## config.mk

```make
export PLATFORM = sky130hd
export DESIGN_NAME = ddr3_test_sequencer
export DESIGN_NICKNAME = d
export VERILOG_FILES = /design/src/rtl/ddr3_test_sequencer.sv
export SDC_FILE = /design/constraint.sdc
export NUM_CORES = 1
export LEC_CHECK = 0
export CAP_MARGIN = 10
export CORE_MARGIN = 1.5
export CORE_UTILIZATION = 30
export DETAILED_ROUTE_END_ITERATION = 12
export MAX_ROUTING_LAYER = met4
export PLACE_DENSITY = 0.49
export SYNTH_ARGS = -nofsm -noshare
export SYNTH_HDL_FRONTEND = slang
export SYNTH_SLANG_ARGS = --single-unit
```

## constraint.sdc

```tcl
create_clock -name CLK -period 3.4 [get_ports CLK]
set_input_delay 1.02 -clock CLK [delete_from_list [all_inputs] [get_ports CLK]]
set_output_delay 1.02 -clock CLK [all_outputs]
set_load 0.01 [all_outputs]
```

## src/rtl/ddr3_test_sequencer.sv

```systemverilog
// Board-level DDR3 exerciser: debounced write/read buttons drive single-word or
// multi-word sweep commands to the DDR3 controller, with read-back compare and timeout.
module ddr3_test_sequencer #(
  parameter int unsigned DATA_W          = 8,
  parameter int unsigned ROW_W           = 15,
  parameter int unsigned COL_W           = 10,
  parameter int unsigned BANK_W          = 3,
  parameter int unsigned NUM_WORDS       = 16,
  parameter int unsigned DEBOUNCE_CYCLES = 1000000,
  parameter int unsigned TIMEOUT_CYCLES  = 4096
) (
  input  logic              CLK,
  input  logic              RESET,
  input  logic              btn_wr,
  input  logic              btn_rd,
  input  logic              mode_sweep,
  input  logic [DATA_W-1:0] sw_data,
  input  logic [ROW_W-1:0]  base_row,
  input  logic [COL_W-1:0]  base_col,
  input  logic [BANK_W-1:0] bank,
  output logic              ctrl_write,
  output logic              ctrl_read,
  output logic [ROW_W-1:0]  ctrl_row,
  output logic [COL_W-1:0]  ctrl_col,
  output logic [BANK_W-1:0] ctrl_bank,
  output logic [DATA_W-1:0] ctrl_wdata,
  input  logic              ctrl_ack,
  input  logic              ctrl_done,
  input  logic [DATA_W-1:0] ctrl_rdata,
  output logic [DATA_W-1:0] led_data,
  output logic              busy,
  output logic              err,
  output logic [7:0]        err_count
);

  localparam int unsigned DB_W  = $clog2(DEBOUNCE_CYCLES + 1);
  localparam int unsigned TMO_W = $clog2(TIMEOUT_CYCLES + 1);
  localparam int unsigned IDX_W = (NUM_WORDS > 1) ? $clog2(NUM_WORDS) : 1;

  typedef enum logic [2:0] {
    S_IDLE, S_WR_REQ, S_WR_WAIT, S_RD_REQ, S_RD_WAIT, S_NEXT
  } state_e;

  // Button conditioning, bit 0 = write, bit 1 = read
  logic [1:0]            sync1_q, sync2_q, lvl_q, lvl_d, lvl_prev_q;
  logic [1:0][DB_W-1:0]  db_cnt_q, db_cnt_d;
  logic                  wr_press, rd_press;

  always_comb begin
    lvl_d    = lvl_q;
    db_cnt_d = '0;
    for (int b = 0; b < 2; b++) begin
      if (sync2_q[b] != lvl_q[b]) begin
        if (db_cnt_q[b] == DB_W'(DEBOUNCE_CYCLES - 1)) lvl_d[b] = sync2_q[b];
        else                                           db_cnt_d[b] = db_cnt_q[b] + DB_W'(1);
      end
    end
  end

  always_ff @(posedge CLK) begin
    if (RESET) begin
      sync1_q    <= '0;
      sync2_q    <= '0;
      lvl_q      <= '0;
      lvl_prev_q <= '0;
      db_cnt_q   <= '0;
    end else begin
      sync1_q    <= {btn_rd, btn_wr};
      sync2_q    <= sync1_q;
      lvl_q      <= lvl_d;
      lvl_prev_q <= lvl_q;
      db_cnt_q   <= db_cnt_d;
    end
  end

  assign wr_press = lvl_q[0] & ~lvl_prev_q[0];
  assign rd_press = lvl_q[1] & ~lvl_prev_q[1];

  // Sequence context and registered outputs
  state_e              state_q, state_d;
  logic                mode_q, mode_d, op_rd_q, op_rd_d;
  logic [DATA_W-1:0]   seed_q, seed_d, wdata_q, wdata_d, led_q, led_d;
  logic [IDX_W-1:0]    idx_q, idx_d;
  logic [ROW_W-1:0]    row_q, row_d;
  logic [COL_W-1:0]    col_q, col_d;
  logic [BANK_W-1:0]   bank_q, bank_d;
  logic [TMO_W-1:0]    tmo_q, tmo_d;
  logic                err_q, err_d;
  logic [7:0]          err_cnt_q, err_cnt_d;
  logic                wr_q, wr_d, rd_q, rd_d, busy_q, busy_d;

  logic in_req, in_wait, cmpl, tmo_hit, last_word, more_words, wr_go, rd_go;

  assign in_req     = (state_q == S_WR_REQ)  || (state_q == S_RD_REQ);
  assign in_wait    = (state_q == S_WR_WAIT) || (state_q == S_RD_WAIT);
  assign cmpl       = (in_req && ctrl_ack && ctrl_done) || (in_wait && ctrl_done);
  assign tmo_hit    = (in_req || in_wait) && !cmpl && (tmo_q == TMO_W'(TIMEOUT_CYCLES - 1));
  assign last_word  = (idx_q == IDX_W'(NUM_WORDS - 1));
  assign more_words = mode_q && !last_word;
  assign wr_go      = (state_q == S_IDLE) && wr_press;
  assign rd_go      = (state_q == S_IDLE) && rd_press && !wr_press;

  always_ff @(posedge CLK) begin
    if (RESET) state_q <= S_IDLE;
    else       state_q <= state_d;
  end

  // Completion beats timeout on the final cycle; ack alone moves REQ to WAIT
  always_comb begin
    state_d = state_q;
    unique case (state_q)
      S_IDLE: begin
        if (wr_press)      state_d = S_WR_REQ;
        else if (rd_press) state_d = S_RD_REQ;
      end
      S_WR_REQ: begin
        if (cmpl)          state_d = S_NEXT;
        else if (tmo_hit)  state_d = S_IDLE;
        else if (ctrl_ack) state_d = S_WR_WAIT;
      end
      S_RD_REQ: begin
        if (cmpl)          state_d = S_NEXT;
        else if (tmo_hit)  state_d = S_IDLE;
        else if (ctrl_ack) state_d = S_RD_WAIT;
      end
      S_WR_WAIT, S_RD_WAIT: begin
        if (cmpl)         state_d = S_NEXT;
        else if (tmo_hit) state_d = S_IDLE;
      end
      S_NEXT: begin
        if (more_words) state_d = op_rd_q ? S_RD_REQ : S_WR_REQ;
        else            state_d = S_IDLE;
      end
      default: state_d = S_IDLE;
    endcase
  end

  // Request lines follow the upcoming state so they are high exactly in REQ
  always_comb begin
    wr_d   = (state_d == S_WR_REQ);
    rd_d   = (state_d == S_RD_REQ);
    busy_d = (state_d != S_IDLE);
  end

  always_comb begin
    mode_d    = mode_q;
    op_rd_d   = op_rd_q;
    seed_d    = seed_q;
    wdata_d   = wdata_q;
    idx_d     = idx_q;
    row_d     = row_q;
    col_d     = col_q;
    bank_d    = bank_q;
    led_d     = led_q;
    err_d     = err_q;
    err_cnt_d = err_cnt_q;
    tmo_d     = ((state_q == S_IDLE) || (state_q == S_NEXT)) ? '0 : tmo_q + TMO_W'(1);

    if (wr_go || rd_go) begin
      mode_d  = mode_sweep;
      op_rd_d = rd_go;
      idx_d   = '0;
      row_d   = base_row;
      col_d   = base_col;
      bank_d  = bank;
      wdata_d = seed_q;
    end
    if (wr_go) begin
      seed_d    = sw_data;
      wdata_d   = sw_data;
      err_d     = 1'b0;
      err_cnt_d = '0;
    end

    // wdata_q tracks seed+idx, serving as write data and read-back reference
    if ((state_q == S_NEXT) && more_words) begin
      idx_d   = idx_q + IDX_W'(1);
      col_d   = col_q + COL_W'(1);
      wdata_d = wdata_q + DATA_W'(1);
    end

    if (cmpl && op_rd_q) begin
      led_d = ctrl_rdata;
      if (ctrl_rdata != wdata_q) begin
        err_d     = 1'b1;
        err_cnt_d = (err_cnt_q == 8'hFF) ? err_cnt_q : err_cnt_q + 8'd1;
      end
    end
    if (tmo_hit) begin
      err_d     = 1'b1;
      err_cnt_d = (err_cnt_q == 8'hFF) ? err_cnt_q : err_cnt_q + 8'd1;
    end
  end

  always_ff @(posedge CLK) begin
    if (RESET) begin
      mode_q    <= 1'b0;
      op_rd_q   <= 1'b0;
      seed_q    <= '0;
      wdata_q   <= '0;
      idx_q     <= '0;
      row_q     <= '0;
      col_q     <= '0;
      bank_q    <= '0;
      led_q     <= '0;
      err_q     <= 1'b0;
      err_cnt_q <= '0;
      tmo_q     <= '0;
      wr_q      <= 1'b0;
      rd_q      <= 1'b0;
      busy_q    <= 1'b0;
    end else begin
      mode_q    <= mode_d;
      op_rd_q   <= op_rd_d;
      seed_q    <= seed_d;
      wdata_q   <= wdata_d;
      idx_q     <= idx_d;
      row_q     <= row_d;
      col_q     <= col_d;
      bank_q    <= bank_d;
      led_q     <= led_d;
      err_q     <= err_d;
      err_cnt_q <= err_cnt_d;
      tmo_q     <= tmo_d;
      wr_q      <= wr_d;
      rd_q      <= rd_d;
      busy_q    <= busy_d;
    end
  end

  assign ctrl_write = wr_q;
  assign ctrl_read  = rd_q;
  assign ctrl_row   = row_q;
  assign ctrl_col   = col_q;
  assign ctrl_bank  = bank_q;
  assign ctrl_wdata = wdata_q;
  assign led_data   = led_q;
  assign busy       = busy_q;
  assign err        = err_q;
  assign err_count  = err_cnt_q;

endmodule

```

; After elaboration in Yosys (flattened, before gate mapping)
; Index checks and enable logic that the tools add are counted.
[word_totals]
regBits = 134
inputBits = 51
word_cells = 110
[classes]
addsub = 7
n_eq_ne = 15
muxes = 29
bitwise = 6
n_reduce_logical = 30
[ops]
columns = op, count
row1 = 8-bit two-way mux, 8
row2 = "20-bit by 1-bit adder with 20-bit output, second input constant", 2
row3 = "20-bit equality test, second input constant", 2
row4 = 3-bit two-way mux, 10
row5 = 10-bit two-way mux, 2
row6 = "8-bit by 1-bit adder with 8-bit output, second input constant", 2
row7 = 3-bit case mux with 5 select lines, 1
row8 = "13-bit by 1-bit adder with 13-bit output, second input constant", 1
row9 = "13-bit by 12-bit equality test with 1-bit output, second input constant", 1
row10 = 1-bit logical AND, 11
row11 = "10-bit by 1-bit adder with 10-bit output, second input constant", 1
row12 = "3-bit by 2-bit equality test with 1-bit output, second input constant", 3
row13 = "8-bit equality test, second input constant", 1
row14 = 4-bit two-way mux, 2
row15 = 8-bit != test, 1
row16 = "3-bit by 1-bit equality test with 1-bit output, second input constant", 2
row17 = "3-bit equality test, second input constant", 2
row18 = 1-bit logical OR, 6
row19 = 3-bit nonzero test, 2
row20 = 3-bit OR reduction, 2
row21 = "4-bit by 1-bit adder with 4-bit output, second input constant", 1
row22 = "4-bit equality test, second input constant", 1
row23 = 1-bit two-way mux, 4
row24 = 2-bit two-way mux, 2
row25 = other kinds (8), 17

; Logic depth before layout (Yosys ltp)
; Gate-level depths: netlist of run 1.
[logic_depth]
ltp_word = 12
ltp_mapped = 7
mapped_depth_nobuf = 6

; Least setup slack after synthesis of run 1
; Ideal clock, no wire load.
[synth_timing]
path_kind = input-to-reg
start = input ctrl_ack
end = register err_cnt_q[5], in the netlist err_count[5]
setup_time_ns = 0.121
arrival_ns = 2.090
t_required_ns = 3.279
path_slack_ns = 1.190
stages = 5
path_buffers = 0
path_cell_list = nand2_1 -> o22a_1 -> o211a_4 -> o21ai_0 -> mux2_2
[synth_between]
elab_chain_cells = 7
[synth_rtl]
columns = element, line_no
row1 = start: declaration, 27  ; input logic ctrl_ack,
row2 = 1-bit logical AND * (2 in series), 96  ; assign cmpl = (in_req && ctrl_ack && ctrl_done) || (in_wait && ctrl_done);
row3 = 1-bit logical OR *, 96
row4 = 1-bit zero test, 97  ; assign tmo_hit = (in_req || in_wait) && !cmpl && (tmo_q == TMO_W'(TIMEOUT_CYCLES - 1));
row5 = 1-bit logical AND (2 in series), 97
row6 = 8-bit two-way mux *, 189  ; if (tmo_hit) begin
row7 = end signal: assignment, 223  ; err_cnt_q <= err_cnt_d;
row8 = end: declaration, 89  ; logic [7:0] err_cnt_q, err_cnt_d;
; Mark *: on every way between the ends. The rest lies on a longest branch, timed or not.
; A chain may end at the register's enable or synchronous reset.

; Final worst setup path of run 1
[layout_timing]
start = input ctrl_rdata[0]
end = register err_cnt_q[0], in the netlist err_count[0]
[layout_between]
elab_chain_cells = 4
[layout_rtl]
columns = element, line_no
row1 = start: declaration, 29  ; input logic [DATA_W-1:0] ctrl_rdata,
row2 = 8-bit != test, 184  ; if (ctrl_rdata != wdata_q) begin
row3 = 8-bit two-way mux, 184
row4 = 8-bit two-way mux, 182  ; if (cmpl && op_rd_q) begin
row5 = 8-bit two-way mux, 189
; No other way between the ends.

==> flow_summary.toml, run 1 <==
[placement]
routabilityCongestion = 0.778
post_dp_cell_area_sq_um = 7250
place_hpwl_mm = 10.5
io_buffers = 106
place_inst = 1042
dp_slack_ns = 0.364

[pwr]
p_per_area_nw_per_um2 = 464
comb_power_share = 0.027
power_leakage_nw = 2.59
pwr-share-seq = 0.430
power.switching_mw = 0.743
power.share.clock = 0.543
peakVddDrop_v = 0.000299
switching_share = 0.203
p_int_mw = 2.92
p_total_mw = 3.66

[setup_path]
r2r_slack_ns = 0.96
start_kind = "input port"
r2r-start = "state_q[2]$_SDFF_PP0_"
critPathKind = "input port to flip-flop"
cp_data_required_time_ns = 3.71
cpMaxStageDelayCell = "o211ai_1"
r2r-end = "ctrl_write$_SDFF_PP0_"
worstPathCellList = "clkdlybuf4s50_1 > xnor2_1 > nand4_1 > o211ai_1 > a21oi_1 > mux2_2"
rr_worst_depth = 5
max_stage_delay_ns = 0.53
worstPathArrival_ns = 2.90
cp_max_fo = 7
critPathBufInv = 1
critPathTopFamily = "compound AO/OA/AOI/OAI gates"
cp-end-kind = "flip-flop"

[sta]
setup_viol = 0
post-route-min-period_ns = 2.59
fmax_ghz = 0.386
rsz0062_at_grt = "false"
fin_ws_ns = 0.809
hold_viol_final = 0
hold_slack_ns = 0.445
slew_viol_final = 0
setup-tns-final_ns = 0
worst_slew_pin_slew_ns = 0.672
finalClockSkew_ns = 0.00665
slew_headroom = 0.548
final.period_utilization = 0.762

[finish]
drive_above_1_share = 0.0705
final_cell_area_sq_um = 7900
finalNonFillerCells = 1074
syn2layout_area_growth_pct = 33.1
antennaDiodeCount = 0
nets = 854
final.fill_count = 1976
final_core_util = 0.406

[hold_path]
min-delay-start = "sync1_q[0]$_SDFF_PP0_"
holdPathStages = 1
min_path_type = "flip-flop to flip-flop"
min_to = "sync2_q[0]$_SDFF_PP0_"

[routing]
first_iter_violations = 276
drt-wirelength-per-cell_microns = 13.8
via_per_inst = 4.74
ant_nets = 0
vias = 5096
dr.pass1.iters = 4
drc_errors = 0
wl_mm = 14.8

[die]
die-area_sq_um = 20600
fp.dieH_microns = 144
io_pins = 107
die_x_microns = 144
rows = 51
start_util = 0.305
core_sq_um = 19500

[clock_network]
clkLatencyLatePin_ns = 0.42
cts_buffers = 17
clockRootBuffer = "clkbuf_16"
cts_hold_buffers = 0
post_cts_buffers = 0
clock_sinks = 134
htreeDepth = 4
cts_buffer_depth = 2
cts_tree = "done"
postCtsResizedCells = 0
clk_pin_slew_ns = 0.06

[synthesis]
synth_seq_area_share = 0.452
synth_edf_count = 0
netlist_instances = 690
syn-cell-area_sq_um = 5930
synth_nets = 748
ys_ff_latch = 134
syn_avg_cell_area_sq_um = 8.60
synth_async_sr_flop_share = 0
ys_types = 59
synthFlopType = "dfxtp_1"
ys_warn_count = 0

[status]
status = "finished, final reports clean"

[flow_run]
drv_cap = 0

[global_routing]
grt_pass1_vias = 4987
grt_overflow_total = 0
grt_pass1_wl_mm = 24.5
grtUsageTotal = 0.156
grt_start_max_net_pins = 39
antenna_found_initial = 0
==> synthesized netlist by cell type, types with 2 or more instances <==
cell type,number,area share
nor2b_1,10,0.011
buf_2,9,0.0076
a211oi_1,4,0.0051
o21ai_0,18,0.015
nand2_1,72,0.046
mux2_2,2,0.0038
a22oi_1,3,0.0038
and2_1,3,0.0032
nor4_2,2,0.0042
a21oi_2,2,0.0030
nor2_1,111,0.070
clkbuf_1,14,0.0089
and3_1,11,0.012
nand3_1,29,0.024
and4_1,4,0.0059
o22a_1,2,0.0030
or2_0,3,0.0032
o32a_1,4,0.0067
a21o_1,3,0.0038
o21a_1,5,0.0063
nor4b_1,2,0.0030
dfxtp_1,134,0.45
a31oi_1,8,0.0084
or3_1,8,0.0084
inv_1,17,0.011
nand2b_1,6,0.0063
o22ai_1,6,0.0063
mux2i_1,20,0.034
xnor2_1,42,0.062
xor2_1,15,0.022
a21oi_1,43,0.036
ha_1,7,0.015
nand4_1,20,0.021
nor3_1,17,0.014
buf_4,4,0.0051
nor4_1,6,0.0063
o221a_2,2,0.0038
==> registers in the layout (all words and copies together), names as in the netlist, 3 cells and up <==
register / cells
seed_q: 8
led_data: 8
ctrl_col: 10
db_cnt_q: 40
ctrl_wdata: 8
state_q: 3
ctrl_row: 15
tmo_q: 13
idx_q: 4
ctrl_bank: 3
err_count: 8
==> worst max-delay path by stage <==
| stage | start | to | slack [ns] | cells after the start |
|---|---|---|---|---|
| after floorplan | ctrl_ack | err_count[5]$_SDFF_PP0_ | 1.19 | 5 |
| after global placement | ctrl_rdata[7] | err_count[0]$_SDFF_PP0_ | 0.42 | 6 |
| after detailed placement | ctrl_rdata[7] | err_count[0]$_SDFF_PP0_ | 0.36 | 6 |
| after CTS | ctrl_rdata[7] | err_count[0]$_SDFF_PP0_ | 0.81 | 6 |
| after global routing | ctrl_rdata[7] | err_count[0]$_SDFF_PP0_ | 0.68 | 6 |
| final | ctrl_rdata[0] | err_count[0]$_SDFF_PP0_ | 0.81 | 6 |
==> area by class of cell <==
| class | count | area (sq um) | area share |
|---|---|---|---|
| clock buffers | 21 | 470 | 0.0596 |
| clock inverters | 11 | 171 | 0.0217 |
| inverters | 18 | 67.6 | 0.00856 |
| multi-input cells | 511 | 3060 | 0.387 |
| flip-flops and latches | 134 | 2680 | 0.340 |
| well taps | 265 | 332 | 0.0420 |
| repair buffers | 114 | 1120 | 0.141 |
==> per-layer routing <==
| layer | global-route usage | routed length [microns] | up-vias |
|---|---|---|---|
| met4 | 0.0483 | 193 | 0 |
| met2 | 0.243 | 7010 | 85 |
| met3 | 0.0543 | 731 | 15 |
| met5 | - | 0 | - |
| li1 | - | - | 2622 |
| met1 | 0.191 | 6830 | 2374 |
==> cell families after synthesis <==
group                      count (synthesis)  share of synthesized area
buffers and inverters                     45                     0.0329
xor gates and xnor gates                  57                     0.0841
AOI/OAI and AO/OA                        113                      0.124
DFF                                      134                      0.452
and+or+nand+nor                          312                      0.254
adders and majority gates                  7                     0.0148
muxes                                     22                     0.0375
==> power groups by stage <==
| stage | sequential (mW) | combinational, mW | clock, mW |
|---|---|---|---|
| after floorplan | 1.61 | 0.0309 | 0 |
| after global placement | 1.61 | 0.0990 | 0 |
| after detailed placement | 1.61 | 0.101 | 0 |
| after CTS | 1.57 | 0.101 | 2.04 |
| after global routing | 1.57 | 0.109 | 2.12 |
| final | 1.58 | 0.0997 | 1.99 |
==> cells in the final DEF (no fill, tap or decap), types with 15 or more instances in the layout <==
master,instances
nand2_1,72
inv_1,17
xor2_1,15
nand3_1,29
mux2i_1,20
nor3_1,17
dfxtp_1,134
a21oi_1,43
clkbuf_16,17
xnor2_1,42
clkdlybuf4s50_1,105
o21ai_0,18
nand4_1,20
nor2_1,111
==> worst reg2reg max path: cells and delay by family (launching register included) <==
kind | cells | cell delay (ns)
simple gates | 3 | 0.94
flops | 1 | 0.63
compound gates | 2 | 0.77
(Power assumes the default switching activity.)
==> inputs of run 2 (changes only) <==
--- a/config.mk
+++ b/config.mk
@@ -10,7 +10,7 @@
 export CORE_UTILIZATION = 30
 export DETAILED_ROUTE_END_ITERATION = 12
 export MAX_ROUTING_LAYER = met4
-export PLACE_DENSITY = 0.49
+export PLACE_DENSITY = 0.5
 export SYNTH_ARGS = -nofsm -noshare
 export SYNTH_HDL_FRONTEND = slang
 export SYNTH_SLANG_ARGS = --single-unit
==> constraint.sdc (replaced) <==
create_clock -name CLK -period 2.1 [get_ports CLK]
set_input_delay 0.63 -clock CLK [delete_from_list [all_inputs] [get_ports CLK]]
set_output_delay 0.63 -clock CLK [all_outputs]
set_load 0.01 [all_outputs]
==> run 2 against run 1 <==
  * Clock power increased by 56%
  * Combinational power grew 73%
  * First-iteration DRC count down 22%
  * Final cell count is 2.5% higher
  * Count of clock-buffer cells in the layout increased by 2
  * Sequential share of layout area down 0.93 points
  * Hold slack improved by 0.0033 ns
  * Die area stayed put
  * Critical path type is now flip-flop to output port
  * Largest power group unchanged
==> flow_summary.toml, run 2 (same netlist as run 1, synthesis figures left out) <==
[die]
die_x_microns = 144
core_sq_um = 19500
fp.dieH_microns = 144
io_pins = 107
start_util = 0.305
die-area_sq_um = 20600
rows = 51

[pwr]
peakVddDrop_v = 0.000543
p_per_area_nw_per_um2 = 714
pwr-share-seq = 0.437
p_int_mw = 4.70
power_leakage_nw = 2.78
comb_power_share = 0.030
power.share.clock = 0.533
switching_share = 0.194
p_total_mw = 5.83
power.switching_mw = 1.13

[routing]
drt-wirelength-per-cell_microns = 13.6
drc_errors = 0
first_iter_violations = 215
dr.pass1.iters = 4
via_per_inst = 4.78
ant_nets = 0
vias = 5259
wl_mm = 15.0

[setup_path]
cpMaxStageDelayCell = "clkdlybuf4s50_1"
cp-end-kind = "output port"
worstPathCellList = "clkdlybuf4s50_1"
max_stage_delay_ns = 0.58
critPathTopFamily = "buffers and inverters"
start_kind = "flip-flop"
critPathBufInv = 1
critPathKind = "flip-flop to output port"
cp_data_required_time_ns = 1.47
cp_max_fo = 5
worstPathArrival_ns = 1.40

[clock_network]
clk_pin_slew_ns = 0.05
cts_buffer_depth = 2
post_cts_buffers = 0
clkLatencyLatePin_ns = 0.41
cts_tree = "done"
cts_buffers = 17
clock_sinks = 134
htreeDepth = 4
cts_hold_buffers = 0
clockRootBuffer = "clkbuf_16"

[finish]
syn2layout_area_growth_pct = 37.6
layout_common_cells = "dfxtp_1, nor2_1, clkdlybuf4s50_1"
regMostFlops = "db_cnt_q"
layout_commonest_cell = "dfxtp_1"
antennaDiodeCount = 0
drive_above_1_share = 0.117
final.fill_count = 1888
nets = 882
largest_reg_flops = 40
finalNonFillerCells = 1101
final_cell_area_sq_um = 8160

[placement]
post_dp_cell_area_sq_um = 7490
io_buffers = 106
place_inst = 1070
place_hpwl_mm = 10.7
dp_slack_ns = -0.332
routabilityCongestion = 0.794

[sta]
worst_slew_pin_slew_ns = 0.526
setup-tns-final_ns = 0
final.period_utilization = 0.968
fin_ws_ns = 0.0668
fmax_ghz = 0.492
post-route-min-period_ns = 2.03
finalClockSkew_ns = 0.0113
slew_viol_final = 0
hold_viol_final = 0
setup_viol = 0
slew_headroom = 0.646

[status]
status = "finished, final reports clean"

[hold_path]
min_path_type = "flip-flop to flip-flop"

[global_routing]
grt_pass1_wl_mm = 24.4
grt_overflow_total = 0
antenna_found_initial = 0
grt_pass1_vias = 5037
grt_start_max_net_pins = 48
grtUsageTotal = 0.154

[flow_run]
drv_cap = 0
run 2: tightest hold or removal path, cell delays in order (launching register included):
cell and delay, ns:
dfxtp_1 0.30, nand2_1 0.05, a21oi_1 0.05
run 2: routing by layer:
metal,GRT usage,vias to the layer above,share of wire
met2,0.257,107,0.50
li1,-,2660,-
met5,-,-,0
met1,0.182,2484,0.46
met3,0.0390,8,0.040
met4,0.0489,0,0.0068
run 2: cell type report:
cell class / count / area, sq um / share of cell area
Clock inverter: 8 / 146 / 0.0179
Timing Repair Buffer: 142 / 1350 / 0.166
Multi-Input combinational cell: 511 / 3100 / 0.380
Inverter: 18 / 67.6 / 0.00828
Clock buffer: 23 / 468 / 0.0573
Tap cell: 265 / 332 / 0.0406
Sequential cell: 134 / 2700 / 0.330
run 2: path summary, 6_finish.rpt:
| check | start | endpoint | slack, ns | depth (start not counted) |
|---|---|---|---|---|
| worst max-delay path | err_count[0]$_SDFF_PP0_ | err_count[0] | 0.07 | 1 |
| worst min-delay path | ctrl_row[10]$_SDFFE_PP0P_ | ctrl_row[10]$_SDFFE_PP0P_ | 0.45 | 2 |
| worst max register to register | tmo_q[3]$_SDFF_PP0_ | err_count[1]$_SDFF_PP0_ | 0.17 | 6 |
| worst min register to register | ctrl_row[10]$_SDFFE_PP0P_ | ctrl_row[10]$_SDFFE_PP0P_ | 0.45 | 2 |
run 2: repair_timing:
action                     in CTS  in global routing
setup endpoints to repair      12                 35
gates resized for setup         9                 11
gates cloned                    0                  0
run 2: through the flow:
| step | utilization | hold WS [ns] |
|---|---|---|
| 4_1_cts | 0.417 | 0.454 |
| 5_1_grt | 0.419 | 0.469 |
| 3_5_place_dp | 0.385 | 0.445 |
| 2_1_floorplan | - | 0.414 |
| 6_report | 0.419 | 0.448 |
| 3_3_place_gp | 0.385 | 0.439 |
run 2: power by group through the flow:
stage	sequential [mW]	clock [mW]	combinational, mW
finish	2.55	3.11	0.172
global route	2.55	3.31	0.186
CTS	2.55	3.20	0.175
detailed placement	2.61	0	0.174
global placement	2.61	0	0.171
floorplan	2.60	0	0.0500
==> inputs of run 3 (changes only) <==
--- a/config.mk
+++ b/config.mk
@@ -10,7 +10,7 @@
 export CORE_UTILIZATION = 30
 export DETAILED_ROUTE_END_ITERATION = 12
 export MAX_ROUTING_LAYER = met4
-export PLACE_DENSITY = 0.5
+export PLACE_DENSITY = 0.49
 export SYNTH_ARGS = -nofsm -noshare
 export SYNTH_HDL_FRONTEND = slang
 export SYNTH_SLANG_ARGS = --single-unit
==> constraint.sdc (replaced) <==
create_clock -name CLK -period 2 [get_ports CLK]
set_input_delay 0.6 -clock CLK [delete_from_list [all_inputs] [get_ports CLK]]
set_output_delay 0.6 -clock CLK [all_outputs]
set_load 0.01 [all_outputs]
==> run 3 against run 2 <==
  * Design area up 1.4%
  * Combinational power rose by 8%
  * Setup slack got worse by 0.021 ns
  * Final cell count rose by 1.6%
  * First-iteration DRC count up 25%
  * Global-route usage up 0.79 points
  * Critical endpoint is now err_count[5]
  * Count of clock-buffer cells in the layout grew 1
  * Clock power decreased by 7.4%
  * Clock skew fell by 0.0037 ns
  * Core utilization grew 0.57 points
  * Wire length rose by 3.4%
  * Critical path type unchanged
  * Non-clock buffer count rose by 20
==> flow_summary.toml, run 3 (same netlist as run 1, synthesis figures left out) <==
[status]
status = "finished, final reports clean"

[routing]
dr.pass1.iters = 4
first_iter_violations = 268
drt-wirelength-per-cell_microns = 13.8
drc_errors = 0
vias = 5304
wl_mm = 15.5
via_per_inst = 4.74
ant_nets = 0

[setup_path]
critPathKind = "flip-flop to output port"
cp_max_fo = 6
rr_worst_depth = 6
critPathBufInv = 1
worstPathCellList = "clkdlybuf4s50_1"
cp-end-kind = "output port"
cpMaxStageDelayCell = "clkdlybuf4s50_1"
cp_data_required_time_ns = 1.40
start_kind = "flip-flop"
cp.depth = 1
max_stage_delay_ns = 0.56
worstPathArrival_ns = 1.35
critPathTopFamily = "buffers and inverters"

[global_routing]
grtUsageTotal = 0.162
grt_start_max_net_pins = 32
grt_pass1_vias = 5423
antenna_found_initial = 0
grt_overflow_total = 0
grt_pass1_wl_mm = 25.4

[clock_network]
clockRootBuffer = "clkbuf_16"
cts_buffer_depth = 2
clock_sinks = 134
cts_tree = "done"
htreeDepth = 4
cts_hold_buffers = 0
clkLatencyLatePin_ns = 0.42
cts_buffers = 17
post_cts_buffers = 0
clk_pin_slew_ns = 0.06

[finish]
final_cell_area_sq_um = 8270
syn2layout_area_growth_pct = 39.4
nets = 902
largest_reg_flops = 40
final.fill_count = 1935
layout_common_cells = "dfxtp_1, nor2_1, clkdlybuf4s50_1"
layout_commonest_cell = "dfxtp_1"
drive_above_1_share = 0.137
antennaDiodeCount = 0
regMostFlops = "db_cnt_q"

[placement]
dp_slack_ns = -0.475
post_dp_cell_area_sq_um = 7660
place_hpwl_mm = 11.2
io_buffers = 106
routabilityCongestion = 0.862

[sta]
final.period_utilization = 0.977
hold_slack_ns = 0.437
slew_viol_final = 0
fin_ws_ns = 0.0458
hold_viol_final = 0
setup_viol = 0
fmax_ghz = 0.512
post-route-min-period_ns = 1.95
finalClockSkew_ns = 0.00761
slew_headroom = 0.617
rsz0062_at_grt = "false"
setup-tns-final_ns = 0
worst_slew_pin_slew_ns = 0.571

[pwr]
switching_share = 0.205
power.share.clock = 0.501
p_int_mw = 4.57
power_leakage_nw = 3.04
pwr-share-seq = 0.466
power.switching_mw = 1.18
p_total_mw = 5.74
p_per_area_nw_per_um2 = 694
comb_power_share = 0.032
peakVddDrop_v = 0.000502

[hold_path]
min_path_type = "flip-flop to flip-flop"
holdPathStages = 1

[die]
core_sq_um = 19500
io_pins = 107
fp.dieH_microns = 144
start_util = 0.305
die_x_microns = 144
rows = 51
die-area_sq_um = 20600

[flow_run]
drv_cap = 0
-- run 3: area by class of cell --
type	instances	area (sq um)	area share
Multi-Input combinational cell	511	3110	0.376
Sequential cell	134	2700	0.326
Timing Repair Buffer	162	1530	0.185
Clock buffer	24	482	0.0582
Tap cell	265	332	0.0401
Inverter	18	67.6	0.00817
Clock inverter	5	50.0	0.00605
-- run 3: repair_timing --
action,CTS,global route
pin swaps,2,5
cloned,0,0
hold endpoints to repair,0,0
resized for setup,25,20
setup endpoints to repair,31,50
-- run 3: path summary, 6_finish.rpt --
check,end,slack [ns],start
setup / recovery,err_count[5],0.05,err_count[5]$_SDFF_PP0_
hold / removal,sync2_q[0]$_SDFF_PP0_,0.44,sync1_q[0]$_SDFF_PP0_
setup reg to reg,ctrl_write$_SDFF_PP0_,0.13,tmo_q[3]$_SDFF_PP0_
hold reg to reg,sync2_q[0]$_SDFF_PP0_,0.44,sync1_q[0]$_SDFF_PP0_
-- run 3: per-layer routing --
| metal | vias up | track usage | wire length, microns |
|---|---|---|---|
| met2 | 103 | 0.270 | 7620 |
| li1 | 2702 | - | - |
| met1 | 2479 | 0.186 | 7010 |
| met4 | 0 | 0.0591 | 259 |
| met5 | - | - | 0 |
| met3 | 20 | 0.0447 | 583 |
-- run 3: stage by stage --
stage	utilization	cells
floorplan	-	690
global placement	0.394	1090
detailed placement	0.394	1090
CTS	0.421	1119
global route	0.425	1119
finish	0.425	1119
-- run 3: power by group through the flow --
stage                     logic [mW]  clock network, mW  registers [mW]
after floorplan               0.0525                  0            2.74
after global placement         0.184                  0            2.74
after detailed placement       0.188                  0            2.74
after CTS                      0.188               2.95            2.68
after global routing           0.202               3.08            2.68
final                          0.186               2.88            2.68
==> edit 1 (config.mk and constraints of run 3) <==
The parameter `ROW_W` goes from 15 to 17.
--- a/src/rtl/ddr3_test_sequencer.sv
+++ b/src/rtl/ddr3_test_sequencer.sv
@@ -2,7 +2,7 @@
 // multi-word sweep commands to the DDR3 controller, with read-back compare and timeout.
 module ddr3_test_sequencer #(
   parameter int unsigned DATA_W          = 8,
-  parameter int unsigned ROW_W           = 15,
+  parameter int unsigned ROW_W           = 17,
   parameter int unsigned COL_W           = 10,
   parameter int unsigned BANK_W          = 3,
   parameter int unsigned NUM_WORDS       = 16,
Ports: changed (resized base_row and ctrl_row); port bits go from 107 to 111. The function was not compared with the original's and may differ.
==> edit 1 against run 3 <==
Cell count fell by 2.4%. Worst setup slack got worse by 0.023 ns. Via count fell by 1.1%. Hold slack improved by 0.011 ns. Sequential cell count rose by 2. Wire length rose by 0.61%. Total power rose by 15%. Area after synthesis fell by 1.3%. Final area rose by 0.80%. Critical path type is now reg2reg.
==> edit 1: results (changes against run 3) <==
metric;value;unit;change
Power Density;790;nW/um2;+14%
hold-critical path endpoint;ctrl_row[5];;
run status;finished, final reports clean;;
combinational group share of total power;2.8;%;-0.4 points
CP max FO;5;;-1
DR vias;5246;;-1.1%
global-route wire length before repair;25100;um;-1.1%
library cells used by synthesis;61;;+3.4%
synthesized-area fraction occupied by adder cells;1.50;%;+0.020 points
met2 WL;7420;um;-2.6%
total iterations of the first detailed-routing run;6;;+2
port bufs;110;;+3.8%
Post-DP HPWL;11200;um;about the same
Synth top cells by count;dfxtp_1 (136), nor2_1 (107), nand2_1 (74);;
Sequential Power Share;41.3;%;-5.3 points
clk_skew;0.00704;ns;-0.000569 ns
final wirelength;15600;um;+0.61%
Sw Ratio;19.2;%;-1.3 points
Static Leak;0.00319;uW;+4.9%
vias in the first global route;5122;;-5.6%
GR Util met3;4.23;%;-0.24 points
ratio of cells with drive above 1 in the final layout;14.3;%;+0.62 points
FILL cells;1881;;-2.8%
final routed wire length divided by cell count;14.3;um;+3.1%
slowest cell on the critical path;or4_4;;
met2 Use GR;25.8;%;-1.2 points
## edit 1: changes by cell type after synthesis, moves of 5 or more
cell,run 3,this run
xnor2_1,42,22
xor2_1,15,32
inv_1,17,7
clkbuf_1,14,23
nor3_1,17,10
and3_1,11,16
nand4_1,20,15
o21a_1,5,0
## edit 1: area by class of cell
type / count / area, um2 / share of cell area [%]
diodes: 1 / 2.50 / 0.0300
clock buffers: 19 / 443 / 5.31
clock inverters: 12 / 246 / 2.96
inverters: 7 / 26.3 / 0.315
multi-input cells: 498 / 3010 / 36.1
flip-flops and latches: 136 / 2750 / 32.9
well taps: 260 / 325 / 3.90
repair buffers: 159 / 1540 / 18.5
## edit 1: kinds of logic (layout without fill, tap and decap cells)
group           Yosys count  count (layout)
compound gates          104             104
buf+inv                  38             197
fa+ha+maj                 7               7
xor+xnor                 54              54
simple gates            314             314
other cells               0               1
mux                      19              19
flops                   136             136
==> edit 2 (config.mk and constraints of run 3) <==
Made on the original files. Add an input register stage for `btn_wr`, without a reset; this delays it by one clock. The other inputs are not delayed to match.
--- a/src/rtl/ddr3_test_sequencer.sv
+++ b/src/rtl/ddr3_test_sequencer.sv
@@ -41,6 +41,12 @@
     S_IDLE, S_WR_REQ, S_WR_WAIT, S_RD_REQ, S_RD_WAIT, S_NEXT
   } state_e;
 
+  logic btn_wr_q;
+
+  always_ff @(posedge CLK) begin
+    btn_wr_q <= btn_wr;
+  end
+
   // Button conditioning, bit 0 = write, bit 1 = read
   logic [1:0]            sync1_q, sync2_q, lvl_q, lvl_d, lvl_prev_q;
   logic [1:0][DB_W-1:0]  db_cnt_q, db_cnt_d;
@@ -65,7 +71,7 @@
       lvl_prev_q <= '0;
       db_cnt_q   <= '0;
     end else begin
-      sync1_q    <= {btn_rd, btn_wr};
+      sync1_q    <= {btn_rd, btn_wr_q};
       sync2_q    <= sync1_q;
       lvl_q      <= lvl_d;
       lvl_prev_q <= lvl_q;
Function: same outputs for any inputs over 10 cycles, from zero or initial values and one cycle with RESET high; that may be too few to reach the edited logic, so the function may still have changed.
==> edit 2 against run 3 <==
Area after synthesis increased by 0.34%. Total power up 17%. Sequential cell count increased by 1. Worst setup slack improved by 0.0024 ns. Final area increased by 2.1%. Maximum frequency up 0.12%. Wire length is 0.81% lower. Synthesized cell count rose by 0.14%. Critical endpoint unchanged.
==> edit 2: results (changes against run 3) <==
metric;value;unit;change
flop and latch count out of synthesis;135;;+0.75%
clock-cell share of area;8.47;%;+2.0 points
CP max stage delay;0.55;ns;
Int Power;5430;uW;+19%
Iteration-0 DRC Markers;292;;+9.0%
Comb group;183;uW;
ratio of cells with drive above 1 in the final layout;13.7;%;-0.032 points
post-synthesis xor/xnor area fraction;8.38;%;-0.028 points
largest net degree at the start of global routing;25;;-22%
mean post-synth cell area;8.62;um2;+0.19%
Post-Syn Area;5950;um2;+0.34%
fin cells;1121;;+0.18%
clock buf count;19;;-21%
DR vias/cell;4.77;;+0.71%
post-synthesis mux area share;3.74;%;-0.013 points
synthesized-area fraction occupied by adder cells;1.47;%;-0.0050 points
Total GRT Usage;15.9;%;-0.30 points
Sequential Power Share;40.2;%;-6.4 points
final wirelength;15300;um;-0.81%
Worst Hold Class;reg2reg;;
Post-DP Area;7650;um2;-0.20%
Static Leak;0.00316;uW;+3.9%
run status;finished, final reports clean;;
clk_skew;0.0126;ns;+0.00503 ns
Resize count post-CTS;25;;unchanged
worst reg-to-reg path cell count;7;;+1
final setup margin;0.0481;ns;+0.00236 ns
area grow syn2layout;41.9;%;
worst vdd ir;0.000520;V;+3.6%
NonClk Buf Share;17.8;%;-0.69 points
Slew @ Worst Pin;0.496;ns;-0.0748 ns
Power Density;794;nW/um2;+14%
Synth Area in Compound Gates;12.4;%;-0.042 points
Clock Latency Late Sink;0.42;ns;about the same
initial antenna violation count;0;;unchanged
max reg flops;40;;unchanged
syn_nets;749;;+0.13%
bufs w/o clock;160;;-1.2%
Post-DP HPWL;11000;um;-1.2%
pre-CTS setup slack;-0.476;ns;-0.000703 ns
multi-input logic portion of the cell area;36.9;%;-0.74 points
total iterations of the first detailed-routing run;4;;unchanged
Placer Congestion;0.796;;-7.7%
Yosys warnings;0;;unchanged
CP max FO;6;;unchanged
FILL cells;1910;;-1.3%
Synth top cells by count;dfxtp_1 (135), nor2_1 (111), nand2_1 (72);;
Max clock buf depth;2;;unchanged
crit path DAT;1.35;ns;about the same
ant diodes;0;;unchanged
slowest cell on the critical path;clkdlybuf4s50_1;;
Multi-In Gates;511;;unchanged
post-layout net count;901;;-0.11%
vias in the first global route;5121;;-5.6%
register area share after synthesis;45.4;%;+0.18 points
Top reg by flops;db_cnt_q;;
global-route wire length before repair;25100;um;-1.2%
sequential cell area share;32.1;%;-0.52 points
library cells used by synthesis;59;;unchanged
ranking of synthesized cells by area;dfxtp_1 (45%), nor2_1 (7.0%), xnor2_1 (6.2%);;
edit 2: final timing paths:
path / from / endpoint / slack [ns]
worst max register to register: db_cnt_q[1] / db_cnt_q[16] / 0.12
worst min-delay path: btn_wr_q / sync1_q[0] / 0.45
worst min register to register: btn_wr_q / sync1_q[0] / 0.45
worst max-delay path: err_count[5] / err_count[5] / 0.05
edit 2: routing by layer:
| layer | track usage [%] | wire length [um] | vias to the layer above |
|---|---|---|---|
| met3 | 4.60 | 665 | 15 |
| met1 | 19.2 | 7140 | 2527 |
| met2 | 25.6 | 7360 | 101 |
| li1 | - | - | 2708 |
| met5 | - | 0 | - |
| met4 | 4.94 | 181 | 0 |
edit 2: logic make-up (layout without fill, tap and decap cells):
family,after synthesis,after routing
xor+xnor,57,57
flops,135,135
mux,22,22
simple gates,312,312
buf+inv,45,210
fa+ha+maj,7,7
compound gates,113,113
